==> src/rtl/background_writer_pkg.sv <==
// Shared types and default geometry for the background frame writer.
// Pure declarations: no latency or flow control of its own.
package bg_writer_pkg;

    localparam int BG_WIDTH  = 640;
    localparam int BG_HEIGHT = 480;
    localparam int BG_ADDR_W = 19;
    localparam int BG_PIXELS = BG_WIDTH * BG_HEIGHT;

    typedef enum logic [1:0] {
        IDLE = 2'd0,
        LOAD = 2'd1,
        FILL = 2'd2,
        DONE = 2'd3
    } bg_wr_state_t;

    // Counter width for a range of n values, never narrower than one bit.
    function automatic int cnt_width(input int n);
        return (n > 1) ? $clog2(n) : 1;
    endfunction

endpackage

==> src/rtl/background_writer_raster_addr_counter.sv <==
// Raster position counter (x, y, linear addr) stepped once per write; clear wins over inc.
// Registered, zero-latency outputs; no backpressure, the caller gates inc.
module raster_addr_counter
    import bg_writer_pkg::*;
#(
    parameter int WIDTH  = BG_WIDTH,
    parameter int HEIGHT = BG_HEIGHT,
    parameter int ADDR_W = BG_ADDR_W
) (
    input  logic                         Clk,
    input  logic                         Reset,
    input  logic                         clear,
    input  logic                         inc,
    output logic [cnt_width(WIDTH)-1:0]  x,
    output logic [cnt_width(HEIGHT)-1:0] y,
    output logic [ADDR_W-1:0]            addr,
    output logic                         last
);

    localparam int X_W = cnt_width(WIDTH);
    localparam int Y_W = cnt_width(HEIGHT);

    logic [X_W-1:0]    x_q, x_d;
    logic [Y_W-1:0]    y_q, y_d;
    logic [ADDR_W-1:0] addr_q, addr_d;
    logic              end_of_line;

    assign end_of_line = (x_q == X_W'(WIDTH - 1));
    assign last        = end_of_line && (y_q == Y_W'(HEIGHT - 1));

    // addr tracks x + y*WIDTH purely by increment, so no multiplier is needed.
    always_comb begin
        x_d    = x_q;
        y_d    = y_q;
        addr_d = addr_q;
        if (clear) begin
            x_d    = '0;
            y_d    = '0;
            addr_d = '0;
        end else if (inc) begin
            if (last) begin
                x_d    = '0;
                y_d    = '0;
                addr_d = '0;
            end else if (end_of_line) begin
                x_d    = '0;
                y_d    = y_q + Y_W'(1);
                addr_d = addr_q + ADDR_W'(1);
            end else begin
                x_d    = x_q + X_W'(1);
                addr_d = addr_q + ADDR_W'(1);
            end
        end
    end

    always_ff @(posedge Clk or negedge Reset) begin
        if (!Reset) begin
            x_q    <= '0;
            y_q    <= '0;
            addr_q <= '0;
        end else begin
            x_q    <= x_d;
            y_q    <= y_d;
            addr_q <= addr_d;
        end
    end

    assign x    = x_q;
    assign y    = y_q;
    assign addr = addr_q;

endmodule

==> src/rtl/background_writer.sv <==
// Writes a background frame from a byte stream (LOAD) or a single colour (FILL).
// Write port is one cycle behind each accept; pix_ready is high throughout LOAD.
module background_writer
    import bg_writer_pkg::*;
#(
    parameter int WIDTH  = BG_WIDTH,
    parameter int HEIGHT = BG_HEIGHT,
    parameter int ADDR_W = BG_ADDR_W,
    parameter int DATA_W = 8
) (
    input  logic              Clk,
    input  logic              Reset,
    input  logic              start_load,
    input  logic              start_fill,
    input  logic [DATA_W-1:0] fill_color,
    input  logic              abort,
    input  logic              pix_valid,
    input  logic [DATA_W-1:0] pix_data,
    output logic              pix_ready,
    output logic              wr_en,
    output logic [ADDR_W-1:0] wr_addr,
    output logic [DATA_W-1:0] wr_data,
    output logic              busy,
    output logic              done
);

    bg_wr_state_t      state_q, state_d;
    logic [DATA_W-1:0] color_q, color_d;
    logic              wr_en_q, wr_en_d;
    logic [ADDR_W-1:0] wr_addr_q, wr_addr_d;
    logic [DATA_W-1:0] wr_data_q, wr_data_d;

    logic                         cnt_clear;
    logic                         cnt_inc;
    logic                         cnt_last;
    logic [ADDR_W-1:0]            cnt_addr;
    logic [cnt_width(WIDTH)-1:0]  cnt_x;
    logic [cnt_width(HEIGHT)-1:0] cnt_y;

    raster_addr_counter #(
        .WIDTH  (WIDTH),
        .HEIGHT (HEIGHT),
        .ADDR_W (ADDR_W)
    ) u_cnt (
        .Clk   (Clk),
        .Reset (Reset),
        .clear (cnt_clear),
        .inc   (cnt_inc),
        .x     (cnt_x),
        .y     (cnt_y),
        .addr  (cnt_addr),
        .last  (cnt_last)
    );

    always_comb begin
        state_d   = state_q;
        color_d   = color_q;
        wr_en_d   = 1'b0;
        wr_addr_d = wr_addr_q;
        wr_data_d = wr_data_q;
        cnt_clear = 1'b0;
        cnt_inc   = 1'b0;
        unique case (state_q)
            IDLE: begin
                if (start_load) begin
                    state_d   = LOAD;
                    cnt_clear = 1'b1;
                end else if (start_fill) begin
                    state_d   = FILL;
                    color_d   = fill_color;
                    cnt_clear = 1'b1;
                end
            end
            LOAD: begin
                // An accept coinciding with abort is deliberately dropped.
                if (abort) begin
                    state_d = IDLE;
                end else if (pix_valid) begin
                    wr_en_d   = 1'b1;
                    wr_addr_d = cnt_addr;
                    wr_data_d = pix_data;
                    cnt_inc   = 1'b1;
                    if (cnt_last) state_d = DONE;
                end
            end
            FILL: begin
                if (abort) begin
                    state_d = IDLE;
                end else begin
                    wr_en_d   = 1'b1;
                    wr_addr_d = cnt_addr;
                    wr_data_d = color_q;
                    cnt_inc   = 1'b1;
                    if (cnt_last) state_d = DONE;
                end
            end
            DONE: state_d = IDLE;
            default: state_d = IDLE;
        endcase
    end

    always_ff @(posedge Clk or negedge Reset) begin
        if (!Reset) begin
            state_q   <= IDLE;
            color_q   <= '0;
            wr_en_q   <= 1'b0;
            wr_addr_q <= '0;
            wr_data_q <= '0;
        end else begin
            state_q   <= state_d;
            color_q   <= color_d;
            wr_en_q   <= wr_en_d;
            wr_addr_q <= wr_addr_d;
            wr_data_q <= wr_data_d;
        end
    end

    assign pix_ready = (state_q == LOAD);
    assign busy      = (state_q == LOAD) || (state_q == FILL);
    assign done      = (state_q == DONE);
    assign wr_en     = wr_en_q;
    assign wr_addr   = wr_addr_q;
    assign wr_data   = wr_data_q;

endmodule
==> config.mk <==
export PLATFORM = sky130hd
export DESIGN_NAME = background_writer
export DESIGN_NICKNAME = d
export VERILOG_FILES = /design/src/rtl/background_writer_pkg.sv /design/src/rtl/background_writer_raster_addr_counter.sv /design/src/rtl/background_writer.sv
export SDC_FILE = /design/constraint.sdc
export NUM_CORES = 1
export LEC_CHECK = 0
export ABC_AREA = 1
export BUFFER_PORTS_ARGS = -buffer_cell sky130_fd_sc_hd__buf_4
export CORE_UTILIZATION = 46
export DETAILED_ROUTE_END_ITERATION = 10
export MAX_ROUTING_LAYER = met4
export PLACE_DENSITY = 0.67
export SLEW_MARGIN = 30
export SYNTH_ARGS = -nofsm -noshare
export SYNTH_HDL_FRONTEND = slang
export SYNTH_SLANG_ARGS = --single-unit
==> constraint.sdc <==
create_clock -name Clk -period 1.8 [get_ports Clk]
set_input_delay 0.09 -clock Clk [delete_from_list [all_inputs] [get_ports Clk]]
set_output_delay 0.09 -clock Clk [all_outputs]
set_load 0.02 [all_outputs]
== Yosys cells after proc, flatten, opt, wreduce, memory -nomap -nowiden ==
Index checks and enable logic that the tools add are counted.

* Add/subtract/negate cells: 3
* Eq/ne operators: 10
* Multiplexer cells: 33
* Bitwise logic cells: 1
* Reductions and logical operators: 10

{| class="wikitable"
|+ Operators with widths
! operator !! number
|-
| $mux W19 || 6
|-
| $mux W10 || 4
|-
| $pmux W19 S2 || 1
|-
| $mux W9 || 4
|-
| $mux W8 || 3
|-
| $add A19 B1 Y19 const B || 1
|-
| $pmux W8 S2 || 1
|-
| $mux W2 || 6
|-
| $add A10 B1 Y10 const B || 1
|-
| $eq A10 B10 Y1 const B || 1
|-
| $add A9 B1 Y9 const B || 1
|-
| $eq A9 B9 Y1 const B || 1
|-
| $pmux W2 S4 || 1
|-
| $mux W1 || 6
|-
| $ne A2 B2 Y1 const B || 3
|-
| $ne A3 B3 Y1 const B || 2
|-
| $eq A2 B2 Y1 const B || 2
|-
| $reduce_and A2 Y1 || 2
|-
| $reduce_and A4 Y1 || 1
|-
| $reduce_bool A2 Y1 || 2
|-
| $reduce_and A3 Y1 || 1
|-
| $reduce_bool A3 Y1 || 1
|-
| $eq A2 B1 Y1 const B || 1
|-
| $logic_not A2 Y1 || 1
|-
| other kinds (4) || 4
|}

* Flip-flop bits (word level): 76
* Output and inout bits: 31
* Logic and storage cells: 65

== Longest topological paths before layout ==
Gate-level depths: netlist (run 1).

* Depth in word-level cells: 6
* Gate-level depth with buffers: 12
* Depth with buffers taken out: 10

== Modules after synthesis ==
A second synthesis (run 1) with hierarchy kept.

* Cells, all modules: 521
* Area, all modules: 4025.1 µm²

{| class="wikitable"
|+ Modules (own cells, without submodules)
! module !! instances !! cells each !! area an instance (µm²) !! seq. area each (µm²)
|-
| raster_addr_counter || 1 || 305 || 2257.2 || 950.9
|-
| background_writer || 1 || 216 || 1767.9 || 950.9
|}

== Least setup slack after synthesis (run 1) ==
OpenSTA, ideal clock, no wires.

* Path type: register to register
* Start point: register state_q[0]
* End point: register u_cnt.addr_q[3] (netlist: u_cnt.addr[3])
* Library setup time: 0.119 ns
* Arrival time: 1.729 ns
* Setup slack: -0.048 ns
* Stages on the path, launching flop included: 12
* Buffers on the path: 1
* Cells stage by stage: dfrtp_1 inv_1 ha_1 inv_1 nor2_1 nand2_2 nand2_2 inv_2 buf_6 nor2_1 xor2_1 nor2_1

* Word-level cells in the longest chain between the ends: 3
* Elaborated cells between the ends (all ways): 7

{| class="wikitable"
|+ Ends and longest elaborated chain
! item !! RTL line !! text
|-
| start, declared || background_writer.sv:27 || <nowiki>bg_wr_state_t state_q, state_d;</nowiki>
|-
| start signal, assigned || background_writer.sv:110 || <nowiki>state_q <= state_d;</nowiki>
|-
| $eq A2 B2 Y1, or another cell as far along || background_writer.sv:63 || <nowiki>unique case (state_q)</nowiki>
|-
| $pmux W1 S2 or $mux W1 (tied branches) || background_writer.sv:63 ||
|-
| $reduce_bool A2 Y1 (no source line) or $mux W19 (tied branches) || n/a ||
|-
| end signal, assigned || background_writer_raster_addr_counter.sv:64 || <nowiki>addr_q <= addr_d;</nowiki>
|-
| end, declared || background_writer_raster_addr_counter.sv:25 || <nowiki>logic [ADDR_W-1:0] addr_q, addr_d;</nowiki>
|}

Parallel ways exist; a longest one is shown, timed or not.
A chain may end at the register's enable or synchronous reset.

== Worst setup path in the final report (run 1) ==
* Start point: register state_q[0]
* End point: register u_cnt.addr_q[8] (netlist: u_cnt.addr[8])

The elaborated chain is that of the path after synthesis.

==> results.txt, run 1 <==
The run finished with clean final reports. The utilization after layout is 60.2%. The final layout net count came out at 591. The die height is 94.5 um. After global routing, the most crowded layer is met2. The endpoint required time on the critical path came out at 2.03 ns.

The global-route met1 utilization came out at 27.0%. The final-report hold violation count came out at 0. The synthesized netlist devotes 3.11% of its cell area to XOR and XNOR gates.

The proportion of power drawn by the clock network is 24.3%. The initial cell density of the core is 47.7%. The final critical path takes up 94.8% of the cycle.

Combinational logic burns 39.4% of the power. The register bit total from synthesis came out at 76. Wires add up to 8.64 mm. The worst relative slew slack is 65.7%. The multiplexer share of the synthesized area came out at 2.29%. The net count after synthesis is 507.

The via count of the first global-routing pass came out at 2990. The largest fanout on the critical path is 9. The global placement routability congestion came out at 0.941. The signed area change from the synthesized netlist to the final layout is 26.2%. The global-route track usage on met3 came out at 3.22%. The summed instance area of the synthesized netlist came out at 3940 sq um. The critical path in this run is classified as flop to flop. The deepest clock path buffer count came out at 2. The endpoint identified for the worst register-to-register timing path is u_cnt.addr[8]. The mean instance size in the synthesized netlist came out at 8.26 sq um. Clock tree synthesis selected as its root buffer the cell sky130_fd_sc_hd__clkbuf_8. Of the total power, the share spent switching nets is 37.5%. The final cell count without fillers is 671. The type of the tightest min-delay check is primary input to flop. After synthesis, flip-flops and latches occupy 48.3% of the total area. The share of synthesized flip-flops with an asynchronous set or reset is 100%.

At the pin with the least slew margin, the transition time is 0.515 ns. For this run, the number of Yosys warnings is 0. Summed over all nets, the half-perimeter wirelength after detailed placement is 6.13 mm. In this run the static leakage power is 0.00245 uW. The number of sinks handled by clock tree synthesis is 76.

The global-route usage over all layers is 21.1%. The initial antenna violation count came to 0. Traced cell by cell, the critical path runs through inv_1 -> ha_4 -> inv_1 -> nor2_4 -> nand2_2 -> nand2_4 -> buf_6 -> nand3_1 -> nor2_1 -> o21ai_0 -> nor2_2. The internal power of the cells totals 3770 uW.

The number of cells in the design after placement is 637. In the post-synthesis netlist, the biggest area contributors are sky130_fd_sc_hd__dfrtp_1, sky130_fd_sc_hd__nand2_1, sky130_fd_sc_hd__nor2_1. The path with the worst hold slack has its endpoint at wr_data[6]. Summing the areas of all compound-gate instances in the mapped netlist gives 7.05% of the synthesized area. The met2 track demand over resource is 34.3%. The average detailed-routed wire length per instance came out at 12.9 um. The count of buffers from port buffering came out at 52. The number of rows in the core area is 33.

The number of vias after detailed routing is 3299. Of the total synthesized cell area, the portion taken by AND, OR, NAND and NOR gates is 29.4%. The number of clock buffers inserted by TritonCTS is 9. The number of optimization iterations in the first detailed-route pass came out at 4. After detailed routing, the number of remaining DRC violations is 0.

The pin count of the biggest net entering global routing is 44. In this run the most critical hold path is launched from pix_data[6]. The worst flop-to-flop path startpoint is state_q[0]. The portion of total power attributed to sequential cells came out at 36.3%. The worst setup path is launched from a flop.

The total count of max-transition violations in the final report came out at 0. The region available for standard cell placement spans 8260 sq um. The count of nets left with antenna violations once routing finished came out at 0.

The proportion of layout cells with a drive suffix above 1 is 24.2%. The power spent charging and discharging nets came out at 2260 uW. The TritonCTS clock tree is done.

By area, the combinational part of the netlist is dominated by simple AND/OR/NAND/NOR gates. Along the worst hold path, the cell count comes to 3. The largest incremental delay on the critical path is 0.38 ns. The largest voltage drop on the vdd net came out at 0.720 mV. The worst path needs 1.71 ns of the cycle, external delays included. The global-route wire length before repair came out at 14.1 mm.

The floorplan step set the die width to 94.5 um. The synthesized design spends more area on one cell type than any other, namely sky130_fd_sc_hd__dfrtp_1. Among all stages on the critical path, the largest delay is contributed by sky130_fd_sc_hd__dfrtp_1. The max-capacitance violation count is 0. The clock-pin slew of the registers on the worst-case setup and hold paths came out at 0.08 ns. The most used flip-flop cell after synthesis is sky130_fd_sc_hd__dfrtp_1.

The most used cell along the critical path is sky130_fd_sc_hd__inv_1. After Yosys synthesis, full adders, half adders and majority gates account for 2.54% of the synthesized area. The DRC violation total after the first TritonRoute iteration came out at 127. In this run, synthesis inferred 0 flip-flops with an integrated enable. The tightest hold path in the finished design has a slack of 0.0147 ns.

The share of the synthesized area in the top cell type is 48.3%. The die area is 8940 sq um. The H-tree was split into 3 levels. The worst setup skew after layout is 0.00834 ns.

The number of antenna diodes in the final layout is 0. The number of cells on the worst reg-to-reg path came out at 11. The maximum frequency from static timing analysis is 0.586 GHz.

In the synthesized netlist, the number of instances is 477. The layout filler cell count came out at 740. The detailed-route vias per instance is 4.92. The reg2reg setup slack is 0.09 ns.

The distinct cell type count after synthesis is 31. STA classifies the critical path endpoint as a flop. For this design the ratio of total power to cell area is 1210 nW/um^2. The arrival time reported for the critical path endpoint came out at 1.94 ns. The top-level I/O count is 53. The setup-violating endpoint count in the final report came out at 0. The remaining global-route overflow is 0.

The clock latency on the worst-skew pair is 0.35 ns.
==> how the worst max path moves through the flow <==
stage | end | cells past startpoint | start | slack (ns)
final | u_cnt.addr[8] | 11 | state_q[0] | 0.09
after global routing | u_cnt.addr[8] | 11 | state_q[0] | -0.03
after CTS | u_cnt.addr[5] | 10 | state_q[0] | 0.005
after detailed placement | u_cnt.addr[5] | 10 | state_q[0] | -0.05
after global placement | u_cnt.addr[9] | 10 | state_q[0] | 0.04
after floorplan | u_cnt.addr[3] | 11 | state_q[1] | 0.006
==> state kept, by name, summed over array words and instances (netlist names) <==
name	count
u_cnt.x	10
state_q	2
u_cnt.y	9
wr_data	8
u_cnt.addr	19
wr_en	1
wr_addr	19
color_q	8
==> routing by layer <==
layer,vias up,wire (um)
li1,1690,-
met1,1530,3940
met2,67,4290
met3,12,283
met4,0,125
met5,-,0
==> critical path, delay by kind of cell (launching register included) <==
family,cells,cell delay (ns)
compound gates,1,0.18
fa+ha+maj,1,0.23
buf+inv,3,0.41
flops,1,0.38
simple gates,6,0.40
==> cell type report <==
cell class	instances	area [sq um]	share of cell area, %
clock buffers	10	138	2.77
clock inverters	6	87.6	1.76
inverters	51	199	4.00
multi-input cells	337	1800	36.2
flip-flops and latches	76	1900	38.2
well taps	105	131	2.64
repair buffers	86	713	14.3
==> power by group through the flow <==
stage | Combinational [uW] | Clock (uW) | Sequential (uW)
floorplan | 1400 | 0 | 2330
global placement | 2160 | 0 | 2210
detailed placement | 2200 | 0 | 2230
CTS | 2240 | 1500 | 2190
global route | 2630 | 1570 | 2230
finish | 2380 | 1460 | 2190
==> cells by family after synthesis <==
kind of cell               count (synthesis)
muxes                                      8
DFF                                       76
and+or+nand+nor                          255
adders and majority gates                  8
buffers and inverters                     64
xor gates and xnor gates                  14
AOI/OAI and AO/OA                         52
==> cell usage in the layout, fill, tap and decap left out, types with 2 or more instances in the layout <==
master / instances
sky130_fd_sc_hd__nand2_1: 133
sky130_fd_sc_hd__ha_1: 4
sky130_fd_sc_hd__dlygate4sd3_1: 14
sky130_fd_sc_hd__clkinv_2: 2
sky130_fd_sc_hd__xor2_1: 14
sky130_fd_sc_hd__nor2_2: 16
sky130_fd_sc_hd__ha_4: 2
sky130_fd_sc_hd__a21oi_1: 3
sky130_fd_sc_hd__buf_12: 2
sky130_fd_sc_hd__buf_4: 68
sky130_fd_sc_hd__inv_2: 3
sky130_fd_sc_hd__clkbuf_8: 10
sky130_fd_sc_hd__bufinv_16: 2
sky130_fd_sc_hd__mux2_2: 8
sky130_fd_sc_hd__ha_2: 2
sky130_fd_sc_hd__nand4_1: 11
sky130_fd_sc_hd__clkinv_4: 2
sky130_fd_sc_hd__nand3_1: 31
sky130_fd_sc_hd__nand3_2: 2
sky130_fd_sc_hd__nor2_8: 2
sky130_fd_sc_hd__nor3_1: 3
sky130_fd_sc_hd__o21ai_1: 3
sky130_fd_sc_hd__nor2_4: 3
sky130_fd_sc_hd__dfrtp_1: 76
sky130_fd_sc_hd__nand2_2: 5
sky130_fd_sc_hd__a31oi_1: 8
sky130_fd_sc_hd__nor2_1: 45
sky130_fd_sc_hd__buf_6: 2
sky130_fd_sc_hd__inv_1: 46
sky130_fd_sc_hd__o21ai_0: 36
==> timing repair <==
action                                  in CTS  in global routing
pin swaps                                    1                  1
hold buffers                                14                  0
gates cloned                                 0                  0
setup buffers                                0                  4
gates resized for setup                      2                 14
endpoints found under the hold margin       46                  0
endpoints found under the setup margin      14                 38
==> Yosys cell counts, drive strengths merged (8+ instances only) <==
cell type / count
nor2: 66
nand3: 34
buf: 10
ha: 8
xor2: 14
nand2: 139
nand4: 11
inv: 51
dfrtp: 76
a31oi: 8
o21ai: 40
mux2: 8
==> stage by stage <==
step	instance area [sq um]	setup slack [ns]	total power, uW	setup TNS (ns)
2_1_floorplan	3950	0.00646	3740	0
3_3_place_gp	4530	0.0355	4370	0
3_5_place_dp	4530	-0.0466	4430	-0.327
4_1_cts	4900	0.00522	5930	0
5_1_grt	4970	-0.0277	6430	-0.0277
6_report	4970	0.0945	6030	0
Note: power is estimated with default switching activity, not from simulation.
==> run 2, diff against run 1 <==
Settings changed: CORE_ASPECT_RATIO set to 1.2.
==> results.txt, run 2 (same netlist as run 1, synthesis figures left out) <==
The path with the worst hold slack has its endpoint at wr_data[3]. The worst register-to-register path begins at u_cnt.x[1]. On the final layout, the worst clock skew is 0.00829 ns. The clock-pin slew of the registers on the worst-case setup and hold paths is 0.08 ns.

Timing analysis after detailed placement gives a worst setup slack of -0.00953 ns. The internal power component came out at 3620 uW. The die covers 8940 sq um. The cell leakage power came out at 0.00246 uW. The share of total power consumed by net switching came out at 38.8%. The slew at the pin closest to its max-slew limit came out at 0.580 ns.

The layout filler cell count came out at 711. Setup slack on the critical path of the routed design comes to 0.0848 ns. The power spent charging and discharging nets is 2290 uW. Leaving out fill and tap cells, the most frequent cell in the layout is sky130_fd_sc_hd__nand2_1.

The final instance area came out at 5010 sq um. The reg2reg setup slack came out at 0.08 ns. The tree is rooted in a sky130_fd_sc_hd__clkbuf_8. TritonCTS created 9 clock buffers. The share of total power dissipated in combinational logic is 43.3%.

The number of optimization iterations in the first detailed-route pass came out at 4. The deepest clock path buffer count came out at 2. The post-route netlist has 24.3% of its cells at a drive strength greater than 1. The final layout net count is 594. The die height came out at 103 um. In this run the standard cell core region covers 8200 sq um. The global-route wire length before repair is 14.3 mm. The number of diodes added for antenna fixing came out at 0.

The post-route minimum period came out at 1.72 ns. The largest fanout on the critical path came out at 4. The critical path is of the flop to flop type. The part of the cycle the worst path needs is 95.3%. The kind of start point of the critical path is a flop. Leaving out fill and tap cells, the most frequent cells in the layout are sky130_fd_sc_hd__nand2_1, sky130_fd_sc_hd__dfrtp_1, sky130_fd_sc_hd__buf_4, sky130_fd_sc_hd__nor2_1, sky130_fd_sc_hd__inv_1. The number of rows in the core area is 36.

The final cell count without fillers is 683. The global-route usage over all layers came out at 21.7%. The clock latency on the worst-skew pair is 0.35 ns. The initial antenna violation count is 0. The top-level I/O count is 53. The number of nets with antenna violations after routing came out at 0. The worst relative slew slack is 61.3%.

In this run, flip-flops and latches consume 37.0% of the power. The number of sinks handled by clock tree synthesis is 76. The total half-perimeter wirelength after legalization and detailed placement came out at 6.14 mm.

The pin count of the biggest net entering global routing came out at 46. The signed area change from the synthesized netlist to the final layout is 27.1%. The areal power density over the cells is 1180 nW/um^2. The worst hold path cell count came out at 3. CTS built an H-tree with a depth of 3. The worst hold slack is 0.0169 ns. The setup-violating endpoint count in the final report is 0.

The max-capacitance violation count is 0. The critical path starts at u_cnt.x[1]. The final-report hold violation count is 0.

The proportion of power drawn by the clock network came out at 19.8%. In the final routed layout, each cell accounts on average for 12.7 um. The final wirelength is 8.66 mm.

The number of cells in the design after placement came out at 648. The flow ran to the end, and the final reports show no timing, DRC or antenna violations. The worst setup path is captured at a flop.

The DRC violation total after the first TritonRoute iteration is 245. For this run, the share of the core covered by cells in the final layout is 61.1%. The detailed-route vias per instance came out at 4.97. The arrival time reported for the critical path endpoint came out at 1.96 ns. The number of cells on the worst reg-to-reg path is 8. Setup repair after global routing could not meet its margin everywhere. The TritonCTS clock tree is done. STA puts the critical path data required time at 2.04 ns.

The post-place instance area came out at 4570 sq um. The die is 86.5 um wide. The total count of max-transition violations in the final report was 0.

The type of the tightest min-delay check is primary input to flop. The end of the worst register-to-register path is state_q[0]. The via count of the first global-routing pass is 3180. Across all layers, the routed design uses 3397 vias. The worst hold path begins at pix_data[3]. The remaining global-route overflow came out at 0. The largest voltage drop on the vdd net is 0.998 mV. The count of buffers from port buffering is 52. The maximum frequency from static timing analysis came out at 0.583 GHz. The global placement routability congestion came out at 0.900.

The initial cell density of the core came out at 48.0%. The total DRC errors in the routed layout is 0.
[run 2: layout make-up]
| class | instances | area [sq um] | share of cell area (%) |
|---|---|---|---|
| inverter | 51 | 206 | 4.12 |
| clock buffer | 10 | 138 | 2.75 |
| sequential | 76 | 1900 | 38.0 |
| timing repair buffer | 88 | 778 | 15.5 |
| multi-input combinational | 338 | 1800 | 36.0 |
| clock inverter | 6 | 40.0 | 0.800 |
| tap | 114 | 143 | 2.85 |
[run 2: what timing repair did]
action / in CTS / in global routing
setup endpoints to repair: 3 / 37
buffers inserted: 0 / 2
cloned: 0 / 2
resized for setup: 1 / 15
endpoints found under the hold margin: 57 / 0
hold buffers: 15 / 0
pin swaps: 1 / 3
[run 2: worst max path at each step]
stage	endpoint	slack (ns)	cells after the start
6_report	state_q[0]	0.08	8
5_1_grt	u_cnt.y[8]	-0.04	9
4_1_cts	u_cnt.addr[7]	0.04	10
3_5_place_dp	u_cnt.addr[3]	-0.01	9
3_3_place_gp	u_cnt.addr[7]	0.08	9
2_1_floorplan	u_cnt.addr[3]	0.006	11
[run 2: per-layer routing]
layer | GRT usage [%] | up-vias | routed length [um]
met2 | 34.9 | 95 | 4260
li1 | - | 1697 | -
met3 | 3.25 | 20 | 422
met1 | 26.3 | 1585 | 3760
met4 | 12.2 | 0 | 210
met5 | - | - | 0
[run 2: critical path, cell delays in order (launching register included)]
cell and delay, ns:
sky130_fd_sc_hd__dfrtp_1 0.40, sky130_fd_sc_hd__ha_1 0.24, sky130_fd_sc_hd__nand3_2 0.12, sky130_fd_sc_hd__nor2_2 0.11, sky130_fd_sc_hd__nand3_2 0.15, sky130_fd_sc_hd__o21ai_0 0.34, sky130_fd_sc_hd__nand2_1 0.12, sky130_fd_sc_hd__nand2_1 0.08
sky130_fd_sc_hd__nand2_1 0.05
[run 2: through the flow]
step / TNS [ns] / total power (uW)
final: 0 / 5920
after global routing: -0.256 / 6310
after CTS: 0 / 5690
after detailed placement: -0.0162 / 4480
after global placement: 0 / 4430
after floorplan: 0 / 3740
[run 2: power by group through the flow]
stage / logic (uW) / registers [uW] / clock network (uW)
CTS: 2300 / 2190 / 1200
global route: 2820 / 2230 / 1260
detailed placement: 2260 / 2220 / 0
finish: 2560 / 2190 / 1170
floorplan: 1400 / 2330 / 0
global placement: 2230 / 2200 / 0
